### src/rtl/idma_byte_lane_buffer_if.sv
// Handshake bundle for the per-byte-lane buffer.
// Slave is the buffer side; master is the producer/consumer side.
interface idma_byte_lane_buffer_if #(
  parameter int unsigned StrbWidth = 16
);
  logic [StrbWidth*8-1:0] in_data_i;
  logic [StrbWidth-1:0]   in_valid_i;
  logic [StrbWidth-1:0]   in_ready_o;
  logic [StrbWidth*8-1:0] out_data_o;
  logic [StrbWidth-1:0]   out_valid_o;
  logic [StrbWidth-1:0]   out_ready_i;

  modport slave (
    input  in_data_i, in_valid_i, out_ready_i,
    output in_ready_o, out_data_o, out_valid_o
  );

  modport master (
    output in_data_i, in_valid_i, out_ready_i,
    input  in_ready_o, out_data_o, out_valid_o
  );
endinterface

### src/rtl/idma_byte_lane_buffer.sv
// Per-byte-lane FIFO buffer: StrbWidth independent byte FIFOs, each pushed and
// popped on its own strobe. No fall-through and no ready-to-ready path.

// One byte lane: depth need not be a power of two, pointers wrap explicitly.
module idma_byte_lane_fifo #(
  parameter int unsigned Depth = 3
) (
  input  logic       clk_i,
  input  logic       rst_i,
  input  logic       clear_i,
  input  logic [7:0] in_data_i,
  input  logic       in_valid_i,
  output logic       in_ready_o,
  output logic [7:0] out_data_o,
  output logic       out_valid_o,
  input  logic       out_ready_i,
  output logic       full_o
);
  localparam int unsigned CntW = $clog2(Depth + 1);
  localparam int unsigned PtrW = (Depth > 1) ? $clog2(Depth) : 1;
  localparam logic [CntW-1:0] CntMax  = CntW'(Depth);
  localparam logic [PtrW-1:0] PtrLast = PtrW'(Depth - 1);

  logic [PtrW-1:0] wptr_q, wptr_d, rptr_q, rptr_d;
  logic [CntW-1:0] cnt_q, cnt_d;
  logic [7:0]      mem_q [Depth];
  logic [7:0]      mem_d [Depth];
  logic            push, pop;

  function automatic logic [PtrW-1:0] ptr_inc(input logic [PtrW-1:0] p);
    return (p == PtrLast) ? '0 : p + 1'b1;
  endfunction

  // Ready ignores out_ready_i on purpose: a full lane stays closed even while popping.
  assign full_o      = (cnt_q == CntMax);
  assign in_ready_o  = ~full_o & ~clear_i & ~rst_i;
  assign out_valid_o = (cnt_q != '0);
  assign out_data_o  = out_valid_o ? mem_q[rptr_q] : 8'h00;
  assign push        = in_valid_i & in_ready_o;
  assign pop         = out_valid_o & out_ready_i;

  // Next pointer/count; reset and clear both flush, reset taking priority.
  always_comb begin
    wptr_d = wptr_q;
    rptr_d = rptr_q;
    cnt_d  = cnt_q;
    if (rst_i || clear_i) begin
      wptr_d = '0;
      rptr_d = '0;
      cnt_d  = '0;
    end else begin
      if (push) wptr_d = ptr_inc(wptr_q);
      if (pop)  rptr_d = ptr_inc(rptr_q);
      case ({push, pop})
        2'b10:   cnt_d = cnt_q + 1'b1;
        2'b01:   cnt_d = cnt_q - 1'b1;
        default: cnt_d = cnt_q;
      endcase
    end
  end

  // Next storage contents: only the slot under the write pointer changes.
  always_comb begin
    mem_d = mem_q;
    if (push) mem_d[wptr_q] = in_data_i;
  end

  // Control state register.
  always_ff @(posedge clk_i) begin
    if (rst_i) begin
      wptr_q <= '0;
      rptr_q <= '0;
      cnt_q  <= '0;
    end else begin
      wptr_q <= wptr_d;
      rptr_q <= rptr_d;
      cnt_q  <= cnt_d;
    end
  end

  // Storage is not reset; count gates visibility.
  always_ff @(posedge clk_i) begin
    mem_q <= mem_d;
  end

  a_no_push_when_full : assert property (@(posedge clk_i) disable iff (rst_i)
    push |-> in_ready_o);
  a_cnt_bound : assert property (@(posedge clk_i) cnt_q <= CntMax);
  a_in_stable : assert property (@(posedge clk_i) disable iff (rst_i)
    (in_valid_i & ~in_ready_o & ~clear_i) |=> (in_data_i == $past(in_data_i)));
endmodule

// Top: array of independent lanes plus the aggregate flags.
module idma_byte_lane_buffer #(
  parameter int unsigned StrbWidth   = 16,
  parameter int unsigned BufferDepth = 3
) (
  input  logic clk_i,
  input  logic rst_i,
  input  logic clear_i,
  idma_byte_lane_buffer_if.slave bus,
  output logic empty_o,
  output logic full_o
);
  logic [StrbWidth-1:0] lane_full;

  for (genvar g = 0; g < StrbWidth; g++) begin : g_lane
    idma_byte_lane_fifo #(.Depth(BufferDepth)) u_lane (
      .clk_i       (clk_i),
      .rst_i       (rst_i),
      .clear_i     (clear_i),
      .in_data_i   (bus.in_data_i[g*8 +: 8]),
      .in_valid_i  (bus.in_valid_i[g]),
      .in_ready_o  (bus.in_ready_o[g]),
      .out_data_o  (bus.out_data_o[g*8 +: 8]),
      .out_valid_o (bus.out_valid_o[g]),
      .out_ready_i (bus.out_ready_i[g]),
      .full_o      (lane_full[g])
    );
  end

  // full_o reflects occupancy only, not the clear/reset gating of in_ready_o.
  assign empty_o = ~|bus.out_valid_o;
  assign full_o  = |lane_full;
endmodule

### src/flat_wrapper.sv
// flat-port wrapper written by rule: the top's interface ports become plain ports
module idma_byte_lane_buffer_flat 
#(
  parameter int unsigned StrbWidth   = 16,
  parameter int unsigned BufferDepth = 3
)
  (clk_i, rst_i, clear_i, empty_o, full_o, bus_in_data_i, bus_in_valid_i, bus_out_ready_i, bus_in_ready_o, bus_out_data_o, bus_out_valid_o);
  idma_byte_lane_buffer_if #(.StrbWidth(StrbWidth)) bus_i ();
  input  logic clk_i;
  input  logic rst_i;
  input  logic clear_i;
  output logic empty_o;
  output logic full_o;
  input wire logic [$bits(bus_i.in_data_i)-1:0] bus_in_data_i;
  input wire logic [$bits(bus_i.in_valid_i)-1:0] bus_in_valid_i;
  input wire logic [$bits(bus_i.out_ready_i)-1:0] bus_out_ready_i;
  output wire logic [$bits(bus_i.in_ready_o)-1:0] bus_in_ready_o;
  output wire logic [$bits(bus_i.out_data_o)-1:0] bus_out_data_o;
  output wire logic [$bits(bus_i.out_valid_o)-1:0] bus_out_valid_o;
  assign bus_i.in_data_i = bus_in_data_i;
  assign bus_i.in_valid_i = bus_in_valid_i;
  assign bus_i.out_ready_i = bus_out_ready_i;
  assign bus_in_ready_o = bus_i.in_ready_o;
  assign bus_out_data_o = bus_i.out_data_o;
  assign bus_out_valid_o = bus_i.out_valid_o;
  idma_byte_lane_buffer #(.StrbWidth(StrbWidth), .BufferDepth(BufferDepth)) u_core (.clk_i(clk_i), .rst_i(rst_i), .clear_i(clear_i), .bus(bus_i), .empty_o(empty_o), .full_o(full_o));
endmodule
### config.mk
export PLATFORM = sky130hd
export DESIGN_NAME = idma_byte_lane_buffer_flat
export DESIGN_NICKNAME = d
export VERILOG_FILES = /design/src/rtl/idma_byte_lane_buffer_if.sv /design/src/rtl/idma_byte_lane_buffer.sv /design/src/flat_wrapper.sv
export SDC_FILE = /design/constraint.sdc
export NUM_CORES = 1
export LEC_CHECK = 0
export ABC_AREA = 1
export CAP_MARGIN = 40
export CORE_MARGIN = 2
export CORE_UTILIZATION = 25
export CTS_CLUSTER_DIAMETER = 60
export DETAILED_ROUTE_END_ITERATION = 16
export SLEW_MARGIN = 40
export SYNTH_ARGS = -nofsm -noshare
export SYNTH_HDL_FRONTEND = slang
export SYNTH_SLANG_ARGS = --single-unit
### constraint.sdc
create_clock -name clk_i -period 1.7 [get_ports clk_i]
set_input_delay 0.34 -clock clk_i [delete_from_list [all_inputs] [get_ports clk_i]]
set_output_delay 0.34 -clock clk_i [all_outputs]
set_load 0.02 [all_outputs]
Word-level counts from Yosys, hierarchy flattened
Cells that the tools add are included.
Storage, ports and cells
  flip-flop bits (word level): 480
  input bits: 163
  output and inout port bits: 162
  logic and storage cells: 615
Cells by class
  add/sub/neg operators: 64
  $lt $le $gt $ge: 48
  eq/ne operators: 80
  muxes and demuxes: 160
  bitwise operators: 114
  reduce and logical (&&, ||, !) cells: 53
Operator list (count)
  2-to-1 mux 8 bit: 64
  bitwise mux 24 bit: 16
  binary-select mux 8 bit (select 2 bit): 16
  demux 8 bit (select 2 bit): 16
  == test 2 bit (second input constant): 64
  adder 2 x 1 -> 2 bit (second input constant): 48
  greater-or-equal comparator 3 bit (second input constant): 32
  inverter 2 -> 3 bit: 32
  bitwise AND 1 bit: 64
  2-to-1 mux 2 bit: 32
  case mux 2 bit (2 select lines): 16
  nonzero test 2 bit: 32
  less-than comparator 3 x 1 -> 1 bit (second input constant): 16
  == test 2 x 1 -> 1 bit (second input constant): 16
  OR reduction 16 bit: 2
  subtractor 2 x 1 -> 2 bit (second input constant): 16
  inverter 1 bit: 18
  logical AND 1 bit: 16
  OR reduction 2 bit: 1
  logical NOT 1 bit: 1
  logical OR 1 bit: 1

Depth between registers and ports, before layout
Gate-level depths: netlist (run 1).
  depth after elaboration: 7
  mapped depth: 11
  depth with buffers taken out: 10

Hierarchy
From an unflattened synthesis (run 1), not the netlist that was laid out.
Second synthesis, totals
  cell total of the unflattened synthesis: 2074
  area total of the unflattened synthesis: 20599.8 µm²
By module, submodules not included
  idma_byte_lane_fifo: times used 16, cells each 127, area each 1277.5 µm², sequential area each 840.8 µm²
  idma_byte_lane_buffer: times used 1, cells each 42, area each 160.2 µm², sequential area each 0.0 µm²

Least setup slack after synthesis (run 1)
Ideal clock, no wire load.
  kind: input-to-reg
  from: input port clear_i
  to: register u_core.g_lane[11].u_lane.mem_q[0] (netlist name), enable pin
  setup time: 0.370 ns
  arrival: 1.199 ns
  data required time: 1.330 ns
  slack: 0.132 ns
  stages: 6
  buffers on the path: 1
  path through: nor2_4 buf_4 nand2_1 inv_2 nand2_1 nor3_2
On the way
  cells in the longest elaborated chain, start to end: 4
Ends and longest elaborated chain
  from (decl): RTL line flat_wrapper.sv:11  | input logic clear_i;
  inverter 1 bit: RTL line idma_byte_lane_buffer.sv:36  | assign in_ready_o = ~full_o & ~clear_i & ~rst_i;
  bitwise AND 1 bit (2 in a row): RTL line idma_byte_lane_buffer.sv:36
  via u_core.g_lane[11].u_lane.in_ready_o: RTL line idma_byte_lane_buffer.sv:13  | output logic in_ready_o,
  bitwise AND 1 bit: RTL line idma_byte_lane_buffer.sv:39  | assign push = in_valid_i & in_ready_o;
  to (signal assigned): RTL line idma_byte_lane_buffer.sv:83  | mem_q <= mem_d;
  to (decl): RTL line idma_byte_lane_buffer.sv:26  | logic [7:0] mem_q [Depth];
The timed path passes the listed nets, and every way through them passes these cells.
A chain may end at the register's enable or synchronous reset.

Final worst setup path (run 1)
  from: register u_core.g_lane[7].u_lane.cnt_q[0]
  to: output port empty_o
On the way
  cells in the longest elaborated chain, start to end: 3
Ends and longest elaborated chain
  from (decl): RTL line idma_byte_lane_buffer.sv:25  | logic [CntW-1:0] cnt_q, cnt_d;
  from (signal assigned): RTL line idma_byte_lane_buffer.sv:77  | cnt_q <= cnt_d;
  nonzero test 2 bit: RTL line idma_byte_lane_buffer.sv:37  | assign out_valid_o = (cnt_q != '0);
  OR reduction 16 bit: RTL line idma_byte_lane_buffer.sv:123  | assign empty_o = ~|bus.out_valid_o;
  logical NOT 1 bit: RTL line idma_byte_lane_buffer.sv:123
  to (decl): RTL line flat_wrapper.sv:12  | output logic empty_o;
No other way between the ends.

==> summary.md, run 1 <==
| Metric | Value |
|---|---|
| Fin crit share | `1.27` |
| CTS tree | `done` |
| Min-Delay Endpoint | `u_core.g_lane[12].u_lane.mem_q[4]` |
| Post-synthesis simple-gate area fraction | `0.216` |
| RSZ-0062 raised after global routing | `true` |
| Outcome | `complete, but fails checks` |
| First-pass DRT Iterations | `5` |
| Ys async rst share | `0` |
| Grt ovf | `0` |
| Critical path class | `register to primary output` |
| Die Y | `approximately 290 µm` |
| Clock skew | `0.0358 ns` |
| Xor-xnor portion of the synthesized cell area | `0` |
| GR Util All Layers | `0.131` |
| Hold Path Class | `input pin to register` |
| Final setup margin | `-0.461 ns` |
| Post-synth EDFFs | `between 300 and 400` |
| Multiplexer share of the synthesized area | `0` |
| Root buf cell | `clkbuf_16` |
| Final ANT Viol Nets | `0` |
| Post-Route Utilization | `0.422` |
| # fillers | `about 7300` |
| Vias | `about 16000` |
| Pin count of the biggest net entering global routing | `17` |
| Power density over the cells | `approximately 800 nW/µm²` |
| Final Slew Violations | `0` |
| Area after DPL | `between 20000 and 30000 µm²` |
| Endpoints failing hold | `0` |
| Clock Path Buffers | `3` |
| Total clock sinks | `480` |
| Synth top cells by count | `nand2_1, edfxtp_1, inv_1, nor2_1, nand3_1` |
| R2r setup slk | `-0.08 ns` |
| Hold path depth | `1` |
| Peak Freq | `around 0.46 GHz` |
| Synth unique cells | `19` |
| Worst setup EP type | `primary output` |
| Multi-input gate area | `around 7500 µm²` |
| Via/cell ratio | `about 4.2` |
| Nets | `roughly 3000` |
| Post-Syn Nets | `between 2000 and 2500` |
| Std cell rows | `just over 100` |
| Synth Warn # | `0` |
| Setup crit start kind | `register` |
| Core region area | `a little under 80000 µm²` |
| Final setup viols | `about 160` |
| Routed WL | `about 57 mm` |
| Critical R2R Launch | `u_core.g_lane[4].u_lane.cnt_q[0]` |
| Clock buffer count from CTS | `56` |
| Violated checks | `setup timing` |
| Relative slew slack | `0.816` |
| Synthesized area | `20100 µm²` |
| R2R cell count | `11` |
| FF-to-FF End | `u_core.g_lane[4].u_lane.cnt_q[1]` |
| Max cap viols | `0` |
| Share of cells above drive strength 1 | `0.494` |
| DRC | `0` |
| DRT iter0 DRCs | `between 600 and 700` |
| First-pass GRT wire length | `roughly 85 mm` |
| Compound-Gate Fraction of Synth Area | `0.0292` |
| Syn Inst Count | `around 2000` |
| Main combinational cell family by area after synthesis | `simple AND/OR/NAND/NOR gates` |
| Routability congestion estimate from global placement | `approximately 0.76` |
| # port buffers | `between 300 and 400` |
| Synth Area in Adders | `0.00998` |
| WL/cell | `14.7 µm` |
| Reg area | `13600 µm²` |
| Vias in the first global route | `16000` |
| CP Data Required Time | `approximately 1.4 ns` |
| Tmin final | `2.16 ns` |
| Seq/Total Area, Yosys | `0.671` |
| Hold Startpoint | `bus_in_data_i[100]` |
| Synth top area share | `0.575` |
| VDD IR max | `about 0.00070 V` |
| DIE AREA | `just over 80000 µm²` |
| Worst-Skew Late Latency | `just over 0.6 ns` |
| Ports | `approximately 330` |
| Initial antenna violation count | `10` |
| Synth area leaders | `edfxtp_1, nand2_1, dfxtp_1` |
| Top FF cell, synth | `edfxtp_1` |
| Yosys reg bits | `480` |
| Final Cell Area | `around 33000 µm²` |
| Leading area contributor after synthesis | `edfxtp_1` |
| Slew @ Worst Pin | `between 0.2 and 0.3 ns` |
| Die extent in x | `287 µm` |
| Leakage power | `14.8 nW` |
| Mean Syn Cell Area | `9.88 µm²` |
| Hold-fix buffers, CTS | `0` |
| Dpl hpwl | `39.2 mm` |
| Area growth syn-to-layout | `66.9%` |
| CP max FO | `4` |
| Reg clk slew, reported paths | `~0.06 ns` |
| H-tree depth | `2` |
| Worst Path Arrival | `between 1.5 and 2 ns` |
| Initial core utilization | `0.253` |
| Most numerous cell in the Yosys netlist | `nand2_1` |
-- where the power goes --
part           leakage (nW)  internal, W  switching [W]
sequential             4.29       0.0128      0.0000587
combinational          9.63      0.00112        0.00105
clock                 0.908      0.00698        0.00495
total                  14.8       0.0209        0.00605
-- worst max path at each step --
stage	to	start	slack, ns	depth (start not counted)
5_1_grt	empty_o	u_core.g_lane[8].u_lane.cnt_q[0]	-0.59	9
3_5_place_dp	u_core.g_lane[15].u_lane.mem_q[5]	clear_i	-0.70	8
4_1_cts	full_o	u_core.g_lane[3].u_lane.cnt_q[1]	-0.55	5
6_report	empty_o	u_core.g_lane[7].u_lane.cnt_q[0]	-0.46	9
2_1_floorplan	u_core.g_lane[11].u_lane.mem_q[0]	clear_i	0.13	6
3_3_place_gp	u_core.g_lane[15].u_lane.cnt_q[1]	clear_i	-0.65	10
-- cells by family after synthesis --
family | count (synthesis)
buffers and inverters | 356
AOI/OAI and AO/OA | 112
adders and majority gates | 16
DFF | 480
and+or+nand+nor | 1066
-- cell type report --
| class | count | area share |
|---|---|---|
| repair inverters | 3 | 0.000823 |
| flip-flops and latches | 480 | 0.407 |
| inverters | 308 | 0.0387 |
| diodes | 1 | 0.0000748 |
| multi-input cells | 1194 | 0.223 |
| well taps | 1050 | 0.0393 |
| clock buffers | 69 | 0.0449 |
| clock inverters | 37 | 0.0108 |
| repair buffers | 762 | 0.235 |
-- sequential cells by signal, summed over array words and instances, names as in the netlist --
register / flops
u_core.g_lane.u_lane.cnt_q: 32
u_core.g_lane.u_lane.mem_q: 384
u_core.g_lane.u_lane.rptr_q: 32
u_core.g_lane.u_lane.wptr_q: 32
-- worst max-delay path, cell delays in order, from the launching register on --
cell and delay [ns]:
dfxtp_2 0.32, buf_6 0.12, nor2_4 0.12, buf_6 0.11, nand2_2 0.07, nor2_2 0.12
nand2_2 0.05, nor2_2 0.11, buf_6 0.12, buf_6 0.11
-- metrics by stage --
step | setup WS (ns) | hold slack, ns | cells | total power, W | TNS [ns]
floorplan | 0.132 | 0.439 | 2030 | 0.0138 | 0
global route | -0.587 | 0.311 | 3904 | 0.0279 | -60.91
CTS | -0.545 | 0.287 | 3859 | 0.0271 | -53.57
finish | -0.461 | 0.335 | 3904 | 0.0269 | -44.81
global placement | -0.648 | 0.469 | 3641 | 0.0149 | -253.86
detailed placement | -0.697 | 0.470 | 3641 | 0.0149 | -271.96
-- layout by cell type, fill, tap and decap left out, types with 5 or more instances in the layout --
| cell | netlist | final |
|---|---|---|
| edfxtp_1 | 384 | 384 |
| nand2_1 | 672 | 364 |
| buf_6 | 0 | 322 |
| buf_4 | 37 | 227 |
| nand2_2 | 0 | 224 |
| inv_1 | 289 | 163 |
| clkdlybuf4s50_1 | 0 | 160 |
| nor2_1 | 196 | 132 |
| nand3_2 | 0 | 122 |
| inv_2 | 19 | 115 |
| nand2_4 | 0 | 82 |
| clkbuf_16 | 0 | 57 |
| nand4_1 | 52 | 52 |
| nor2_4 | 1 | 51 |
| o21ai_0 | 48 | 47 |
| a21oi_1 | 44 | 44 |
| dfxtp_4 | 0 | 39 |
| buf_12 | 0 | 37 |
| dfxtp_1 | 96 | 32 |
| dfxtp_2 | 0 | 25 |
| a31oi_1 | 20 | 20 |
| inv_4 | 0 | 18 |
| nor2_2 | 1 | 15 |
| nand3_1 | 142 | 14 |
| ha_1 | 16 | 13 |
| inv_8 | 0 | 11 |
| inv_6 | 0 | 10 |
| clkinv_2 | 0 | 9 |
| clkbuf_1 | 4 | 9 |
| buf_8 | 0 | 9 |
| nand3_4 | 0 | 6 |
| clkinv_1 | 0 | 6 |
| clkinvlp_4 | 0 | 5 |
-- what timing repair did --
action	4_1_cts	5_1_grt
gates resized for setup	1437	612
gates cloned	8	3
endpoints found under the setup margin	197	200
pin swaps	113	166
buffers inserted	107	58
-- metal layers --
layer / vias up / track usage / part of all wire
met3: 97 / 0.0277 / 0.047
met2: 275 / 0.239 / 0.52
met4: 12 / 0.0362 / 0.025
met1: 7654 / 0.156 / 0.41
met5: - / 0 / 0.0015
li1: 8194 / - / -
(Power assumes the default switching activity.)
==> inputs of run 2 (changes only) <==
--- a/config.mk
+++ b/config.mk
@@ -11,6 +11,7 @@
 export CORE_UTILIZATION = 25
 export CTS_CLUSTER_DIAMETER = 60
 export DETAILED_ROUTE_END_ITERATION = 16
+export PLACE_DENSITY_LB_ADDON = 0.12
 export SLEW_MARGIN = 40
 export SYNTH_ARGS = -nofsm -noshare
 export SYNTH_HDL_FRONTEND = slang
==> run 2 against run 1 <==
  * The run still ends with setup timing left
  * Power up 1.4%
  * First-iteration DRC count up 2.0%
  * Non-clock buffer count down 52
  * Combinational power down 3%
  * Highest routed layer unchanged
==> summary.md, run 2 (same netlist as run 1, synthesis figures left out) <==
| Metric | Value |
|---|---|
| Outcome | `complete, but fails checks` |
| Violated checks | `setup timing` |
| Hold Startpoint | `bus_in_data_i[43]` |
| Switch share | `0.221` |
| Setup crit start kind | `register` |
| Final Slew Violations | `0` |
| Commonest non-fill, non-tap cell in the layout | `edfxtp_1` |
| Share of cells above drive strength 1 | `0.489` |
| First-pass GRT wire length | `roughly 90 mm` |
| Internal | `around 0.021 W` |
| Area growth syn-to-layout | `64.6%` |
| Worst Setup SP | `u_core.g_lane[13].u_lane.rptr_q[1]` |
| # fillers | `between 7000 and 8000` |
| Clock Path Buffers | `3` |
| Hold Path Class | `input pin to register` |
| Final setup margin | `-0.369 ns` |
| Nets | `a little under 3000` |
| Worst-Skew Late Latency | `approximately 0.6 ns` |
| Final ANT Viol Nets | `0` |
| Setup tns final | `-40.76 ns` |
| Grt ovf | `0` |
| Initial core utilization | `0.253` |
| Endpoint of the worst setup timing path | `bus_out_data_o[108]` |
| First-pass DRT Iterations | `5` |
| CP max FO | `8` |
| Reg with most FFs | `u_core.g_lane.u_lane.mem_q` |
| Total clock sinks | `480` |
| CTS tree | `done` |
| Clock network power share | `0.454` |
| Root buf cell | `clkbuf_16` |
| Std cell rows | `roughly 100` |
| Peak Freq | `0.483 GHz` |
| Ports | `325` |
| Most frequent cells in the layout | `edfxtp_1, nand2_1, buf_6` |
| Max FFs per register | `between 300 and 400` |
| Worst Path Arrival | `1.73 ns` |
| Critical R2R Launch | `u_core.g_lane[11].u_lane.cnt_q[0]` |
| CP Data Required Time | `approximately 1.4 ns` |
| Combinational Power Share | `0.077` |
| Clock buffer count from CTS | `58` |
| Core region area | `79300 µm²` |
| WL/cell | `15.6 µm` |
| Die Y | `287 µm` |
| Vias in the first global route | `between 15000 and 20000` |
| DRT iter0 DRCs | `650` |
| RSZ-0062 raised after global routing | `true` |
| GR Util All Layers | `0.140` |
| Routability congestion estimate from global placement | `between 0.7 and 0.8` |
| R2R cell count | `9` |
| DIE AREA | `between 80000 and 90000 µm²` |
| VDD IR max | `approximately 0.0007 V` |
| Slew @ Worst Pin | `around 0.24 ns` |
| Hold Slack | `around 0.36 ns` |
| Leakage power | `~15 nW` |
| Critical path class | `register to primary output` |
| Pin count of the biggest net entering global routing | `20` |
| Max cap viols | `0` |
| R2r setup slk | `around 0.06 ns` |
| Power density over the cells | `827 nW/µm²` |
| Fin crit share | `1.22` |
| Die extent in x | `~290 µm` |
| Sequential share of power | `0.469` |
| Final setup viols | `between 150 and 200` |
| # port buffers | `roughly 320` |
| Final Cell Area | `roughly 33000 µm²` |
| Dpl hpwl | `approximately 41 mm` |
| FF-to-FF End | `u_core.g_lane[11].u_lane.mem_q[6]` |
| Vias | `16200` |
| Clock skew | `0.0157 ns` |
| DRC | `0` |
| Tmin final | `2.07 ns` |
| Worst setup EP type | `primary output` |
| Area after DPL | `roughly 27000 µm²` |
| Endpoints failing hold | `0` |
| H-tree depth | `2` |
| Post-Route Utilization | `0.416` |
| Routed WL | `~60 mm` |
| Relative slew slack | `0.837` |
| Initial antenna violation count | `5` |
| Reg clk slew, reported paths | `~0.06 ns` |
| Switch Pwr | `between 0.006 and 0.007 W` |
| Via/cell ratio | `4.21` |
## run 2: cell count changes in the layout (fill, tap and decap cells not counted), sizes merged
cell | before | now
buf | 600 | 548
clkinv | 22 | 29
clkinvlp | 5 | 2
inv | 317 | 314
bufinv | 4 | 6
clkbuf | 69 | 67
## run 2: how the worst min path moves through the flow
stage / slack, ns / cells after the start / to
floorplan: 0.44 / 0 / u_core.g_lane[0].u_lane.mem_q[0]
global placement: 0.46 / 2 / u_core.g_lane[5].u_lane.wptr_q[0]
detailed placement: 0.47 / 2 / u_core.g_lane[2].u_lane.wptr_q[0]
CTS: 0.30 / 1 / u_core.g_lane[2].u_lane.mem_q[7]
global route: 0.32 / 1 / u_core.g_lane[12].u_lane.mem_q[8]
finish: 0.36 / 1 / u_core.g_lane[5].u_lane.mem_q[11]
## run 2: critical path, cell delays in order, from the launching register on
cell	delay, ns
dfxtp_4	0.38
inv_2	0.04
nor2_2	0.11
buf_6	0.16
buf_6	0.10
nand2_2	0.05
nand3_2	0.06
nand2_2	0.06
inv_2	0.06
buf_6	0.11
## run 2: per-layer routing
metal	part of all wire	up-vias	track usage
li1	-	8082	-
met3	0.040	77	0.0242
met4	0.019	2	0.0348
met2	0.51	274	0.247
met5	0.00012	-	0
met1	0.43	7792	0.176
## run 2: repair_timing
item | CTS | global route
resized for setup | 1468 | 618
pin swaps | 99 | 144
endpoints found under the setup margin | 186 | 173
cloned | 11 | 6
hold buffers | 0 | 0
buffers inserted | 76 | 35
## run 2: layout make-up
| class | instances | area, µm² | share of cell area |
|---|---|---|---|
| timing repair buffer | 710 | 7240 | 0.219 |
| clock inverter | 41 | 389 | 0.0118 |
| tap | 1050 | 1310 | 0.0398 |
| clock buffer | 67 | 1550 | 0.0469 |
| timing repair inverter | 2 | 17.5 | 0.000531 |
| inverter | 308 | 1270 | 0.0384 |
| sequential | 480 | 13700 | 0.414 |
| antenna | 1 | 2.50 | 0.0000758 |
| multi-input combinational | 1194 | 7550 | 0.229 |
## run 2: metrics by stage
stage	instances	power (W)	worst slack [ns]
after floorplan	2030	0.0138	0.132
after global placement	3623	0.0149	-0.639
after detailed placement	3623	0.0149	-0.697
after CTS	3816	0.0276	-0.489
after global routing	3853	0.0284	-0.509
final	3853	0.0273	-0.369
## run 2: power groups by stage
stage / Combinational, W / Clock [W] / Sequential (W)
6_report: 0.00210 / 0.0124 / 0.0128
5_1_grt: 0.00229 / 0.0133 / 0.0128
4_1_cts: 0.00194 / 0.0128 / 0.0128
3_5_place_dp: 0.00177 / 0 / 0.0131
3_3_place_gp: 0.00176 / 0 / 0.0131
2_1_floorplan: 0.000665 / 0 / 0.0131
